$ cat src/rtl/mc_control_fsm_pkg.sv
// Shared definitions for the multicycle MIPS-subset control sequencer:
// opcode values, ALU operation codes, FSM state codes and the opcode class record.
package mc_control_fsm_pkg;

    // Instruction opcodes (IR[31:26])
    localparam logic [5:0] OP_RTYPE = 6'b000000;
    localparam logic [5:0] OP_LW    = 6'b100011;
    localparam logic [5:0] OP_SW    = 6'b101011;
    localparam logic [5:0] OP_BEQ   = 6'b000100;
    localparam logic [5:0] OP_ADDI  = 6'b001000;
    localparam logic [5:0] OP_ANDI  = 6'b001100;
    localparam logic [5:0] OP_ORI   = 6'b001101;
    localparam logic [5:0] OP_SLTI  = 6'b001010;
    localparam logic [5:0] OP_J     = 6'b000010;

    // aluop encoding understood by the existing ALU control block
    localparam logic [2:0] ALU_ADD   = 3'b000;
    localparam logic [2:0] ALU_SUB   = 3'b001;
    localparam logic [2:0] ALU_FUNCT = 3'b010;
    localparam logic [2:0] ALU_AND   = 3'b100;
    localparam logic [2:0] ALU_OR    = 3'b101;
    localparam logic [2:0] ALU_SLT   = 3'b110;

    // FSM state codes, visible on the debug state output
    localparam logic [2:0] ST_FETCH  = 3'd0;
    localparam logic [2:0] ST_DECODE = 3'd1;
    localparam logic [2:0] ST_EXEC   = 3'd2;
    localparam logic [2:0] ST_MEM    = 3'd3;
    localparam logic [2:0] ST_WB     = 3'd4;
    localparam logic [2:0] ST_TRAP   = 3'd7;

    // One-hot instruction class; is_bad marks any opcode outside the subset
    typedef struct packed {
        logic is_r;
        logic is_lw;
        logic is_sw;
        logic is_beq;
        logic is_imm;
        logic is_j;
        logic is_bad;
    } op_class_t;

endpackage

$ cat src/rtl/mc_op_class.sv
// Opcode classifier: maps the 6-bit opcode onto an instruction class and,
// for the immediate ALU group, the ALU operation the EXEC step needs.
module mc_op_class
    import mc_control_fsm_pkg::*;
(
    input  logic [5:0] opcode_i,
    output op_class_t  cls_o,
    output logic [2:0] imm_aluop_o
);

    // Pure decode; unknown opcodes land on is_bad so the sequencer can trap
    always_comb begin
        cls_o       = '0;
        imm_aluop_o = ALU_ADD;
        case (opcode_i)
            OP_RTYPE: cls_o.is_r   = 1'b1;
            OP_LW:    cls_o.is_lw  = 1'b1;
            OP_SW:    cls_o.is_sw  = 1'b1;
            OP_BEQ:   cls_o.is_beq = 1'b1;
            OP_J:     cls_o.is_j   = 1'b1;
            OP_ADDI: begin
                cls_o.is_imm = 1'b1;
                imm_aluop_o  = ALU_ADD;
            end
            OP_ANDI: begin
                cls_o.is_imm = 1'b1;
                imm_aluop_o  = ALU_AND;
            end
            OP_ORI: begin
                cls_o.is_imm = 1'b1;
                imm_aluop_o  = ALU_OR;
            end
            OP_SLTI: begin
                cls_o.is_imm = 1'b1;
                imm_aluop_o  = ALU_SLT;
            end
            default:  cls_o.is_bad = 1'b1;
        endcase
    end

endmodule

$ cat src/rtl/mc_control_fsm.sv
// Multicycle control sequencer for the MIPS-subset datapath.
// Steps FETCH/DECODE/EXEC/MEM/WB, handshakes with instruction and data memory,
// counts retired instructions and traps on illegal opcodes or memory timeouts.
//
// Memory handshake: a request (imem_req, or er/ew for data) is held high for
// the whole time the FSM sits in the requesting state. The cycle in which the
// matching ack is sampled high completes the transfer; the FSM leaves the state
// on that edge so the request drops the next cycle. An ack in the first cycle
// of the request is legal. Acks seen in any other state are ignored.
module mc_control_fsm
    import mc_control_fsm_pkg::*;
#(
    parameter int unsigned TIMEOUT = 16,
    parameter int unsigned CNT_W   = 32
) (
    input  logic             clk,
    input  logic             rst,
    input  logic [5:0]       opcode,
    input  logic             zero,
    input  logic             imem_ack,
    input  logic             dmem_ack,
    output logic             imem_req,
    output logic             ir_write,
    output logic             pc_write,
    output logic             regdst,
    output logic             regwrite,
    output logic             memtoreg,
    output logic             alusrc,
    output logic             er,
    output logic             ew,
    output logic             PCSrc,
    output logic             jump,
    output logic [2:0]       aluop,
    output logic [2:0]       state,
    output logic             illegal,
    output logic             bus_err,
    output logic [CNT_W-1:0] retired
);

    logic [2:0]       state_q, state_d;
    logic [7:0]       wait_q, wait_d;
    logic [CNT_W-1:0] retired_q, retired_d;
    logic             illegal_q, illegal_d;
    logic             bus_err_q, bus_err_d;
    logic             retire;
    logic             timeout_hit;
    op_class_t        cls;
    logic [2:0]       imm_aluop;

    mc_op_class u_op_class (
        .opcode_i    (opcode),
        .cls_o       (cls),
        .imm_aluop_o (imm_aluop)
    );

    // This cycle would be the TIMEOUT-th one spent waiting; an ack in it still wins
    assign timeout_hit = (({1'b0, wait_q} + 9'd1) == 9'(TIMEOUT));

    // Next-state, retire strobe and sticky flag updates
    always_comb begin
        state_d   = state_q;
        retire    = 1'b0;
        illegal_d = illegal_q;
        bus_err_d = bus_err_q;
        case (state_q)
            ST_FETCH: begin
                if (imem_ack) begin
                    state_d = ST_DECODE;
                end else if (timeout_hit) begin
                    state_d   = ST_TRAP;
                    bus_err_d = 1'b1;
                end
            end
            ST_DECODE: begin
                if (cls.is_j) begin
                    state_d = ST_FETCH;
                    retire  = 1'b1;
                end else if (cls.is_bad) begin
                    state_d   = ST_TRAP;
                    illegal_d = 1'b1;
                end else begin
                    state_d = ST_EXEC;
                end
            end
            ST_EXEC: begin
                if (cls.is_beq) begin
                    state_d = ST_FETCH;
                    retire  = 1'b1;
                end else if (cls.is_lw || cls.is_sw) begin
                    state_d = ST_MEM;
                end else begin
                    state_d = ST_WB;
                end
            end
            ST_MEM: begin
                if (dmem_ack) begin
                    if (cls.is_sw) begin
                        state_d = ST_FETCH;
                        retire  = 1'b1;
                    end else begin
                        state_d = ST_WB;
                    end
                end else if (timeout_hit) begin
                    state_d   = ST_TRAP;
                    bus_err_d = 1'b1;
                end
            end
            ST_WB: begin
                state_d = ST_FETCH;
                retire  = 1'b1;
            end
            ST_TRAP: state_d = ST_TRAP;
            default: state_d = ST_TRAP;
        endcase
    end

    // Wait counter runs only while a request state is held; any state change clears it
    always_comb begin
        wait_d = 8'd0;
        if ((state_d == state_q) && ((state_q == ST_FETCH) || (state_q == ST_MEM))) begin
            wait_d = wait_q + 8'd1;
        end
    end

    // Retired-instruction counter, wraps naturally at 2^CNT_W
    always_comb begin
        retired_d = retired_q;
        if (retire) begin
            retired_d = retired_q + CNT_W'(1);
        end
    end

    // State, counters and sticky flags; synchronous reset drops any request in flight
    always_ff @(posedge clk) begin
        if (rst) begin
            state_q   <= ST_FETCH;
            wait_q    <= 8'd0;
            retired_q <= '0;
            illegal_q <= 1'b0;
            bus_err_q <= 1'b0;
        end else begin
            state_q   <= state_d;
            wait_q    <= wait_d;
            retired_q <= retired_d;
            illegal_q <= illegal_d;
            bus_err_q <= bus_err_d;
        end
    end

    // Control outputs decoded from state and opcode; every unused field drives 0
    always_comb begin
        imem_req = 1'b0;
        ir_write = 1'b0;
        pc_write = 1'b0;
        regdst   = 1'b0;
        regwrite = 1'b0;
        memtoreg = 1'b0;
        alusrc   = 1'b0;
        er       = 1'b0;
        ew       = 1'b0;
        PCSrc    = 1'b0;
        jump     = 1'b0;
        aluop    = ALU_ADD;
        case (state_q)
            ST_FETCH: begin
                imem_req = 1'b1;
                ir_write = imem_ack;
                pc_write = imem_ack;
            end
            ST_DECODE: begin
                if (cls.is_j) begin
                    jump     = 1'b1;
                    pc_write = 1'b1;
                end
            end
            ST_EXEC: begin
                if (cls.is_r) begin
                    aluop = ALU_FUNCT;
                end else if (cls.is_lw || cls.is_sw) begin
                    alusrc = 1'b1;
                    aluop  = ALU_ADD;
                end else if (cls.is_imm) begin
                    alusrc = 1'b1;
                    aluop  = imm_aluop;
                end else if (cls.is_beq) begin
                    aluop    = ALU_SUB;
                    PCSrc    = 1'b1;
                    pc_write = zero;
                end
            end
            ST_MEM: begin
                if (cls.is_lw) begin
                    er     = 1'b1;
                    alusrc = 1'b1;
                end else if (cls.is_sw) begin
                    ew     = 1'b1;
                    alusrc = 1'b1;
                end
            end
            ST_WB: begin
                regwrite = 1'b1;
                regdst   = cls.is_r;
                memtoreg = cls.is_lw;
            end
            default: ;
        endcase
    end

    assign state   = state_q;
    assign illegal = illegal_q;
    assign bus_err = bus_err_q;
    assign retired = retired_q;

endmodule
$ cat config.mk
export PLATFORM = sky130hd
export DESIGN_NAME = mc_control_fsm
export DESIGN_NICKNAME = d
export VERILOG_FILES = /design/src/rtl/mc_control_fsm_pkg.sv /design/src/rtl/mc_op_class.sv /design/src/rtl/mc_control_fsm.sv
export SDC_FILE = /design/constraint.sdc
export NUM_CORES = 1
export LEC_CHECK = 0
export CAP_MARGIN = 0
export CORE_MARGIN = 3
export CORE_UTILIZATION = 45
export CTS_CLUSTER_SIZE = 14
export DETAILED_ROUTE_END_ITERATION = 16
export GPL_ROUTABILITY_DRIVEN = 0
export GPL_TIMING_DRIVEN = 0
export PLACE_DENSITY = 0.77
export SLEW_MARGIN = 5
export SYNTH_ARGS = -nofsm -noshare
export SYNTH_HDL_FRONTEND = slang
export SYNTH_SLANG_ARGS = --single-unit
$ cat constraint.sdc
create_clock -name clk -period 2.4 [get_ports clk]
set_clock_uncertainty 0.1 [all_clocks]
set_input_delay 0.36 -clock clk [delete_from_list [all_inputs] [get_ports clk]]
set_output_delay 0.36 -clock clk [all_outputs]
set_load 0.03 [all_outputs]
==> reports/qor.yml, run 1 <==
critical_path.max_stage_delay_ps: 420
synthTopCellsByArea: "dfxtp_1 35%, a21oi_1 5.1%, nor2_1 4.9%, o31ai_1 4.1%, or4_1 3.8%"
avgSynthCellArea_um2: 8.161
min_period_ps: 2355
antenna_found_initial: 0
cap_viol_max_count: 0
cts.sinks: 45
synth_cell_types: 55
path_max_fanout: 8
startpoint_type: "input pin"
ant_nets: 0
final_util_pct: 65.64
ys_async_sr_fraction_pct: 0
hold_viol: 0
synth_flop_cell: "dfxtp_1"
maxSlewViolCount: 0
clock.fmax_mhz: 424.7
vias: 2672
end_kind: "output pin"
synth-edff-count: 0
crit_family: "simple AND/OR/NAND/NOR gates"
cts_max_level: 2
ir_drop_mv: 0.3800
place_area_um2: 3243
antenna_cells: 0
synth_top_area_cell: "dfxtp_1"
cp.buffers_inverters: 2
start_util_pct: 48.02
tns_ps: 0
grt_start_max_net_pins: 14
cts.path.max_buffers: 2
drt_wl_total_mm: 6.791
clk_pin_slew_ps: 80
grt_overflow_total: 0
pin_count: 62
crit_type: "input pin to output pin"
cp.required_ps: 1940
hold_class: "input pin to flop"
yosysMostFrequentCell: "dfxtp_1"
outcome: "completed"
setup_viol: 0
grt_pass1_wl_mm: 11.07
ys_top_cells_by_count: "45 x dfxtp_1, 33 x nor2_1, 26 x a21oi_1"
dr.pass1.iters: 5
drt_iter0_markers: 121
die_h_um: 81.22
post-route-drc-count: 0
syn-num-nets: 325
cts_tree: "built"
die_w_um: 81.22
routedWlPerCell_um: 15.02
worstPathCellList: "clkdlybuf4s15_1, nand4b_1, or2_2, nor3b_2, dlygate4sd2_1"
dieArea_um2: 6597
worst_pin_slew_ps: 672.1
placement.io_buffers: 57
synth_top_cell_area_share_pct: 35.38
clk_latency_ps: 290
grt_pass1_vias: 2444
p_per_area_nw_per_um2: 525.2
ys_warn_count: 0
fin_crit_sh_pct: 98.12
postSynthCellCount: 312
cts_root_buf: "clkbuf_8"
rows: 26
grt_usage_pct: 21.05
drive_above_1_share_pct: 17.54
final_area_um2: 3481
dp_hpwl_mm: 4.831
crit_arrival_ps: 1890
timing.slew.headroom_pct: 54.92
layout.nets: 394
cp_slowest_cell: "dlygate4sd2_1"
multi_input_area_um2: 1642
yosysSeqAreaShare_pct: 35.38
cts_made_buffers: 5
synth_seq_cells: 45
netlist_area_um2: 2546
ff_latch_area_um2: 904.6
placeableCoreArea_um2: 5303
p_leak_nw: 1.126
vias_per_cell: 5.912
syn_to_final_growth_pct: 36.71
fillers: 442
hold_buffers: 0
total_power_w: 0.001828
[stage by stage]
step,hold slack (ps),instances,setup WS (ps)
floorplan,330.0,312,-131.9
global placement,339.4,439,-809.7
detailed placement,342.6,439,-812.5
CTS,277.1,449,-17.61
global route,282.4,452,-12.46
finish,274.2,452,45.23
[flip-flops by register name, summed over array words and instances, names as in the netlist]
| name | cells |
|---|---|
| retired | 32 |
| wait_q | 8 |
| state | 3 |
| bus_err | 1 |
| illegal | 1 |
[final cells by class]
cell class	count	share of cell area [%]
plain buffers	16	3.127
clock inverters	1	0.8627
well taps	70	2.516
clock buffers	7	2.480
flip-flops and latches	45	25.99
multi-input cells	240	47.16
inverters	11	1.186
repair buffers	62	16.68
[cell families (layout without fill, tap and decap cells)]
kind of cell    Yosys count  after routing  synth area share [%]
compound gates           78             78                 21.13
xor+xnor                 14             14                 4.816
fa+ha+maj                 2              2                0.9826
buf+inv                  27             97                 5.159
flops                    45             45                 35.38
mux                       3              3                 1.229
simple gates            143            143                 31.30
[timing repair]
action | CTS | global route
setup buffers | 2 | 3
resized for setup | 67 | 19
endpoints found under the setup margin | 42 | 27
pin swaps | 1 | 3
[power breakdown]
part	switching, W	internal, W
clock	0.000253	0.000340
combinational	0.000261	0.000168
sequential	0.0000353	0.000772
total	0.000549	0.00128
[worst register-to-register path, delay by kind of cell, from the launching register on]
kind,cells,cell delay (ps)
buffers and inverters,1,250
flip-flops,1,460
multiplexers,1,360
AND/OR/NAND/NOR,4,1030
[placed cells by master (no fill, tap or decap), drive strengths merged, types with 2 or more instances in the layout]
cell	n
nand3b	2
nand3	12
o311ai	2
nor3b	5
nor3	10
mux2i	2
inv	11
ha	2
nand4	8
a21oi	26
clkdlybuf4s15	2
o31a	3
dfxtp	45
o41ai	2
o31ai	15
nand2b	2
buf	20
o21a	3
xnor2	5
a21o	2
o21ai	12
or3	12
xor2	9
nor4	7
and3	3
or2	5
nand4bb	2
a31oi	4
or4	14
clkbuf	16
nand2	20
nor2	33
dlygate4sd2	5
nor2b	2
clkdlybuf4s50	41
o22ai	2
and2	2
[worst paths after layout]
check | startpoint | cells after the start | end | slack [ps]
worst max register to register | retired[3]$_SDFFE_PP0P_ | 6 | retired[29]$_SDFFE_PP0P_ | 100
worst min-delay path | rst | 2 | state[0]$_SDFF_PP0_ | 270
worst min register to register | illegal$_SDFFE_PP0P_ | 2 | illegal$_SDFFE_PP0P_ | 350
worst max-delay path | opcode[5] | 5 | memtoreg | 50
[routing by layer]
layer / vias up / GRT usage [%] / share of wire, %
met2: 119 / 35.47 / 48
met5: - / 0 / 0
li1: 1308 / - / -
met3: 11 / 3.659 / 6.6
met4: 0 / 8.784 / 1.5
met1: 1234 / 26.42 / 44
Note: power is estimated with default switching activity, not from simulation.
==> inputs of run 2 (changes only) <==
PLACE_DENSITY = 0.76   (was 0.77)
SYNTH_HIERARCHICAL = 1   (was default)
TNS_END_PERCENT = 30   (was default)
==> reports/qor.yml, run 2 <==
outcome: "complete, but fails checks"
violations: "setup timing"
sequentialPowerShare_pct: 35.8
die_h_um: 82.92
end_kind: "flop"
ys_warn_count: 6
rsz0062_at_grt: "true"
dp_hpwl_mm: 4.659
yosys-mux-area-fraction_pct: 1.175
fillers: 454
ir_drop_mv: 0.6365
hold_viol: 0
grt_overflow_total: 0
final_cell_mix: "45 x dfxtp_1, 41 x clkdlybuf4s50_1, 39 x nor2_1"
vias: 2822
clk_pin_slew_ps: 80
path_max_fanout: 6
antenna_found_initial: 0
post-route-drc-count: 0
worst_pin_slew_ps: 611.1
p_leak_nw: 1.377
largest_reg_flops: 32
dieArea_um2: 6876
grt_pass1_wl_mm: 11.82
syn_to_final_growth_pct: 45.68
start_util_pct: 47.48
synth-edff-count: 0
mostFrequentLayoutCell: "dfxtp_1"
placeableCoreArea_um2: 5608
netlist_area_um2: 2663
rows: 27
drive_above_1_share_pct: 23.98
timing.slew.headroom_pct: 59.26
final_util_pct: 69.17
synth_top_area_cell: "dfxtp_1"
synth_top_cell_area_share_pct: 33.83
ff_latch_area_um2: 900.9
layout.nets: 430
pwr-share-comb_pct: 39.5
dr.pass1.iters: 4
clk_latency_ps: 310
cts_root_buf: "clkbuf_8"
cts_made_buffers: 5
cap_viol_max_count: 0
cts_tree: "built"
synth_flop_cell: "dfxtp_1"
cts_max_level: 2
clock.fmax_mhz: 403.2
cts.path.max_buffers: 2
hold_buffers: 0
pin_count: 62
p_per_area_nw_per_um2: 611.8
p_int_w: 0.001490
synth_adder_area_share_pct: 1.410
synth_cell_types: 58
drt_wl_total_mm: 7.326
startpoint_type: "input pin"
postLayoutSetupSlackWorst_ps: -80.18
cp.required_ps: 2530
synthTopCellsByArea: "dfxtp_1 34%, nor2_1 5.9%, xor2_1 4.6%, a21oi_1 4.5%, o21ai_0 3.6%"
crit_type: "input pin to flop"
placement.io_buffers: 60
setup_viol: 11
switchingPower_w: 0.0008828
ys_async_sr_fraction_pct: 0
ys_top_cells_by_count: "45 x dfxtp_1, 42 x nor2_1, 24 x a21oi_1"
grt_usage_pct: 19.78
yosysSeqAreaShare_pct: 33.83
cts.sinks: 45
multi_input_area_um2: 1884
synth_compound_area_share_pct: 21.05
fin_crit_sh_pct: 103.3
ant_nets: 0
yosysMostFrequentCell: "dfxtp_1"
p_clk_share_pct: 24.8
hold_class: "flop to flop"
vias_per_cell: 5.771
drt_iter0_markers: 117
synth_seq_cells: 45
die_w_um: 82.92
yosys.area_share.simple_pct: 31.48
maxSlewViolCount: 0
synth_top_family_by_area: "simple AND/OR/NAND/NOR gates"
syn-num-nets: 342
postSynthCellCount: 328
grt_start_max_net_pins: 15
grt_pass1_vias: 2594
min_period_ps: 2480
antenna_cells: 0
synth_xor_area_share_pct: 7.237
crit_arrival_ps: 2610
swShare_pct: 37.20
whs_ps: 383.9
routedWlPerCell_um: 14.98
avgSynthCellArea_um2: 8.118
run 2: cell types whose count changed after synthesis, sizes merged, moves of 4 or more:
| cell | change |
|---|---|
| o31ai | -10 |
| nand3 | -5 |
| or4 | -9 |
| nor3 | +5 |
| o211ai | +7 |
| xor2 | +5 |
| o2111ai | +6 |
| o21ai | +8 |
| and4 | +4 |
| nor2 | +9 |
| nor4 | -4 |
run 2: metrics by stage:
step                TNS [ps]  cells  cell area (um2)  power, W  setup WS [ps]
global placement      -39050    460             3371  0.001606         -974.1
global route           -2118    489             3879  0.002486         -171.5
detailed placement    -40860    460             3371  0.001607         -998.0
CTS                   -278.4    482             3689  0.002290         -84.44
finish                -438.1    489             3879  0.002373         -80.18
floorplan              -1777    328             2680  0.001364         -154.2
run 2: cells by family (layout without fill, tap and decap cells):
kind of cell               after synthesis  in the layout
adders and majority gates                3              3
muxes                                    3              3
buffers and inverters                   23            112
and+or+nand+nor                        151            151
xor gates and xnor gates                22             22
DFF                                     45             45
AOI/OAI and AO/OA                       81             81
run 2: final timing paths:
path	startpoint	endpoint	slack [ps]	cells past startpoint
worst max-delay path	opcode[0]	retired[17]$_SDFFE_PP0P_	-80	10
worst min register to register	bus_err$_SDFFE_PP0P_	bus_err$_SDFFE_PP0P_	380	2
worst max register to register	retired[14]$_SDFFE_PP0P_	retired[31]$_SDFFE_PP0P_	160	5
worst min-delay path	bus_err$_SDFFE_PP0P_	bus_err$_SDFFE_PP0P_	380	2
run 2: repair_timing:
| item | CTS | global route |
|---|---|---|
| setup buffers | 13 | 7 |
| pin swaps | 10 | 23 |
| setup endpoints to repair | 55 | 43 |
| cloned | 1 | 1 |
| gates resized for setup | 97 | 45 |
run 2: final cells by class:
type                    instances  area share (%)
clock buffers                   6           1.871
repair buffers                 82           19.84
inverters                       8          0.7742
clock inverters                 2           1.000
plain buffers                  14           2.387
multi-input cells             260           48.58
well taps                      72           2.323
flip-flops and latches         45           23.23
run 2: critical path: stages:
cell	delay, ps
buf_12	100
or4b_4	550
nor3_4	220
nand3b_1	170
a211oi_4	290
buf_6	160
o211ai_4	130
buf_6	170
or3_1	320
a21oi_1	140
run 2: power by group through the flow:
stage	sequential (W)	clock, W	combinational [W]
floorplan	0.000912	0	0.000452
global placement	0.000866	0	0.000741
detailed placement	0.000865	0	0.000742
CTS	0.000848	0.000590	0.000851
global route	0.000856	0.000618	0.00101
finish	0.000849	0.000588	0.000937
run 2: routing by layer:
layer	share of wire [%]	routed length [um]	GRT usage, %
met3	4.2	310	3.373
met1	44	3255	25.99
met4	0.89	65	4.606
met2	50	3694	33.75
met5	0	0	0
==> inputs of run 3 (changes only) <==
--- a/config.mk
+++ b/config.mk
@@ -6,5 +6,5 @@
 export NUM_CORES = 1
 export LEC_CHECK = 0
-export CAP_MARGIN = 0
+export CAP_MARGIN = 20
 export CORE_MARGIN = 3
 export CORE_UTILIZATION = 45
==> constraint.sdc (replaced) <==
create_clock -name clk -period 2.4 [get_ports clk]
set_clock_uncertainty 0.1 [all_clocks]
set_input_delay 0.36 -clock clk [delete_from_list [all_inputs] [get_ports clk]]
set_output_delay 0.36 -clock clk [all_outputs]
set_load 0.02 [all_outputs]
==> reports/qor.yml, run 3 (synthesized netlist as in run 2, its figures left out) <==
vias_per_cell: 5.718
antenna_found_initial: 0
critical_path.max_stage_delay_ps: 570
maxSlewViolCount: 0
hold_viol: 0
path_max_fanout: 6
swShare_pct: 35.83
cts_tree: "built"
hold_class: "flop to flop"
cts_made_buffers: 5
largest_reg_flops: 32
ir_drop_mv: 0.5874
grt_start_max_net_pins: 15
end_kind: "flop"
ant_nets: 0
timing.slew.headroom_pct: 64.80
syn_to_final_growth_pct: 44.60
routedWlPerCell_um: 14.67
drt_wl_total_mm: 7.128
p_leak_nw: 1.360
post-place-cells: 460
vias: 2779
grt_pass1_wl_mm: 11.84
cp.required_ps: 2530
hold_buffers: 0
dp_hpwl_mm: 4.659
pin_count: 62
cts_root_buf: "clkbuf_8"
sequentialPowerShare_pct: 36.5
startpoint_type: "input pin"
worstPathCellList: "buf_8, or4_4, nor3b_4, nand3b_1, a211oi_4, buf_6, o211ai_4, or4_4, a21oi_1"
grt_usage_pct: 19.84
p_per_area_nw_per_um2: 606.3
rows: 27
grt_pass1_vias: 2612
crit_type: "input pin to flop"
p_int_w: 0.001498
dr.pass1.iters: 4
violations: "setup timing"
instances_no_fill: 486
clock.fmax_mhz: 399.8
start_util_pct: 47.48
holdPathStages: 2
drive_above_1_share_pct: 21.50
post-route-drc-count: 0
placeableCoreArea_um2: 5608
setup_viol: 19
die_w_um: 82.92
grt_overflow_total: 0
cts.path.max_buffers: 2
drt_iter0_markers: 120
rsz0062_at_grt: "true"
switchingPower_w: 0.0008363
cap_viol_max_count: 0
p_clk_share_pct: 25.1
r2r_cells: 5
placement.io_buffers: 60
cts.sinks: 45
die_h_um: 82.92
antenna_cells: 0
dieArea_um2: 6876
final_util_pct: 68.65
layout.nets: 427
outcome: "complete, but fails checks"
cts_max_level: 2
cp_slowest_cell: "or4_4"
mostFrequentLayoutCell: "dfxtp_1"
fin_crit_sh_pct: 104.2
pwr-share-comb_pct: 38.3
worst_pin_slew_ps: 528.1
cpMostUsedCell: "or4_4"
min_period_ps: 2501
clk_latency_ps: 310
final_cell_mix: "44 x dfxtp_1, 42 x clkdlybuf4s50_1, 39 x nor2_1"
crit_arrival_ps: 2630
clk_pin_slew_ps: 80
postLayoutSetupSlackWorst_ps: -101.3
-- run 3: final timing paths --
| path | start | to | slack, ps |
|---|---|---|---|
| worst max register to register | retired[14]$_SDFFE_PP0P_ | retired[31]$_SDFFE_PP0P_ | 120 |
| worst min-delay path | bus_err$_SDFFE_PP0P_ | bus_err$_SDFFE_PP0P_ | 380 |
| worst min register to register | bus_err$_SDFFE_PP0P_ | bus_err$_SDFFE_PP0P_ | 380 |
| worst max-delay path | opcode[1] | retired[28]$_SDFFE_PP0P_ | -100 |
-- run 3: metal layers --
layer  vias up  track usage (%)  share of wire, %
li1       1386                -                 -
met1      1313            25.81                45
met3         8            3.472               4.4
met4         0            5.052               1.2
met2        72            33.89                49
met5         -                0                 0
-- run 3: critical path, delay by kind of cell --
kind,cells,cell delay [ps]
AOI/OAI and AO/OA,3,480
and+or+nand+nor,4,1530
buffers and inverters,2,250
-- run 3: layout make-up --
class                      count  area (um2)
multi-input combinational    260        1878
fill                         461        1758
sequential                    45       902.1
timing repair buffer          78       729.5
buffer                        15       108.9
tap                           72       90.09
clock buffer                   6       72.57
clock inverter                 2       38.79
inverter                       8       30.03
-- run 3: repair_timing --
item,in CTS,in global routing
buffers inserted,13,2
pin swaps,15,15
gates cloned,2,1
setup endpoints to repair,54,48
gates resized for setup,82,38
-- run 3: power by group through the flow --
| stage | Combinational (W) | Sequential (W) | Clock [W] |
|---|---|---|---|
| after floorplan | 0.000426 | 0.000889 | 0 |
| after global placement | 0.000692 | 0.000866 | 0 |
| after detailed placement | 0.000693 | 0.000865 | 0 |
| after CTS | 0.000801 | 0.000848 | 0.000590 |
| after global routing | 0.000971 | 0.000861 | 0.000617 |
| final | 0.000895 | 0.000853 | 0.000586 |
-- run 3: stage by stage --
step | setup WS [ps] | instance area [um2] | power (W) | hold slack (ps) | TNS (ps)
2_1_floorplan | -149.3 | 2680 | 0.001315 | 396.0 | -1531
3_3_place_gp | -974.1 | 3371 | 0.001557 | 350.9 | -38340
3_5_place_dp | -998.0 | 3371 | 0.001559 | 373.9 | -40140
4_1_cts | -106.6 | 3701 | 0.002239 | 392.5 | -336.5
5_1_grt | -209.7 | 3850 | 0.002449 | 412.7 | -4642
6_report | -101.3 | 3850 | 0.002334 | 384.0 | -1203
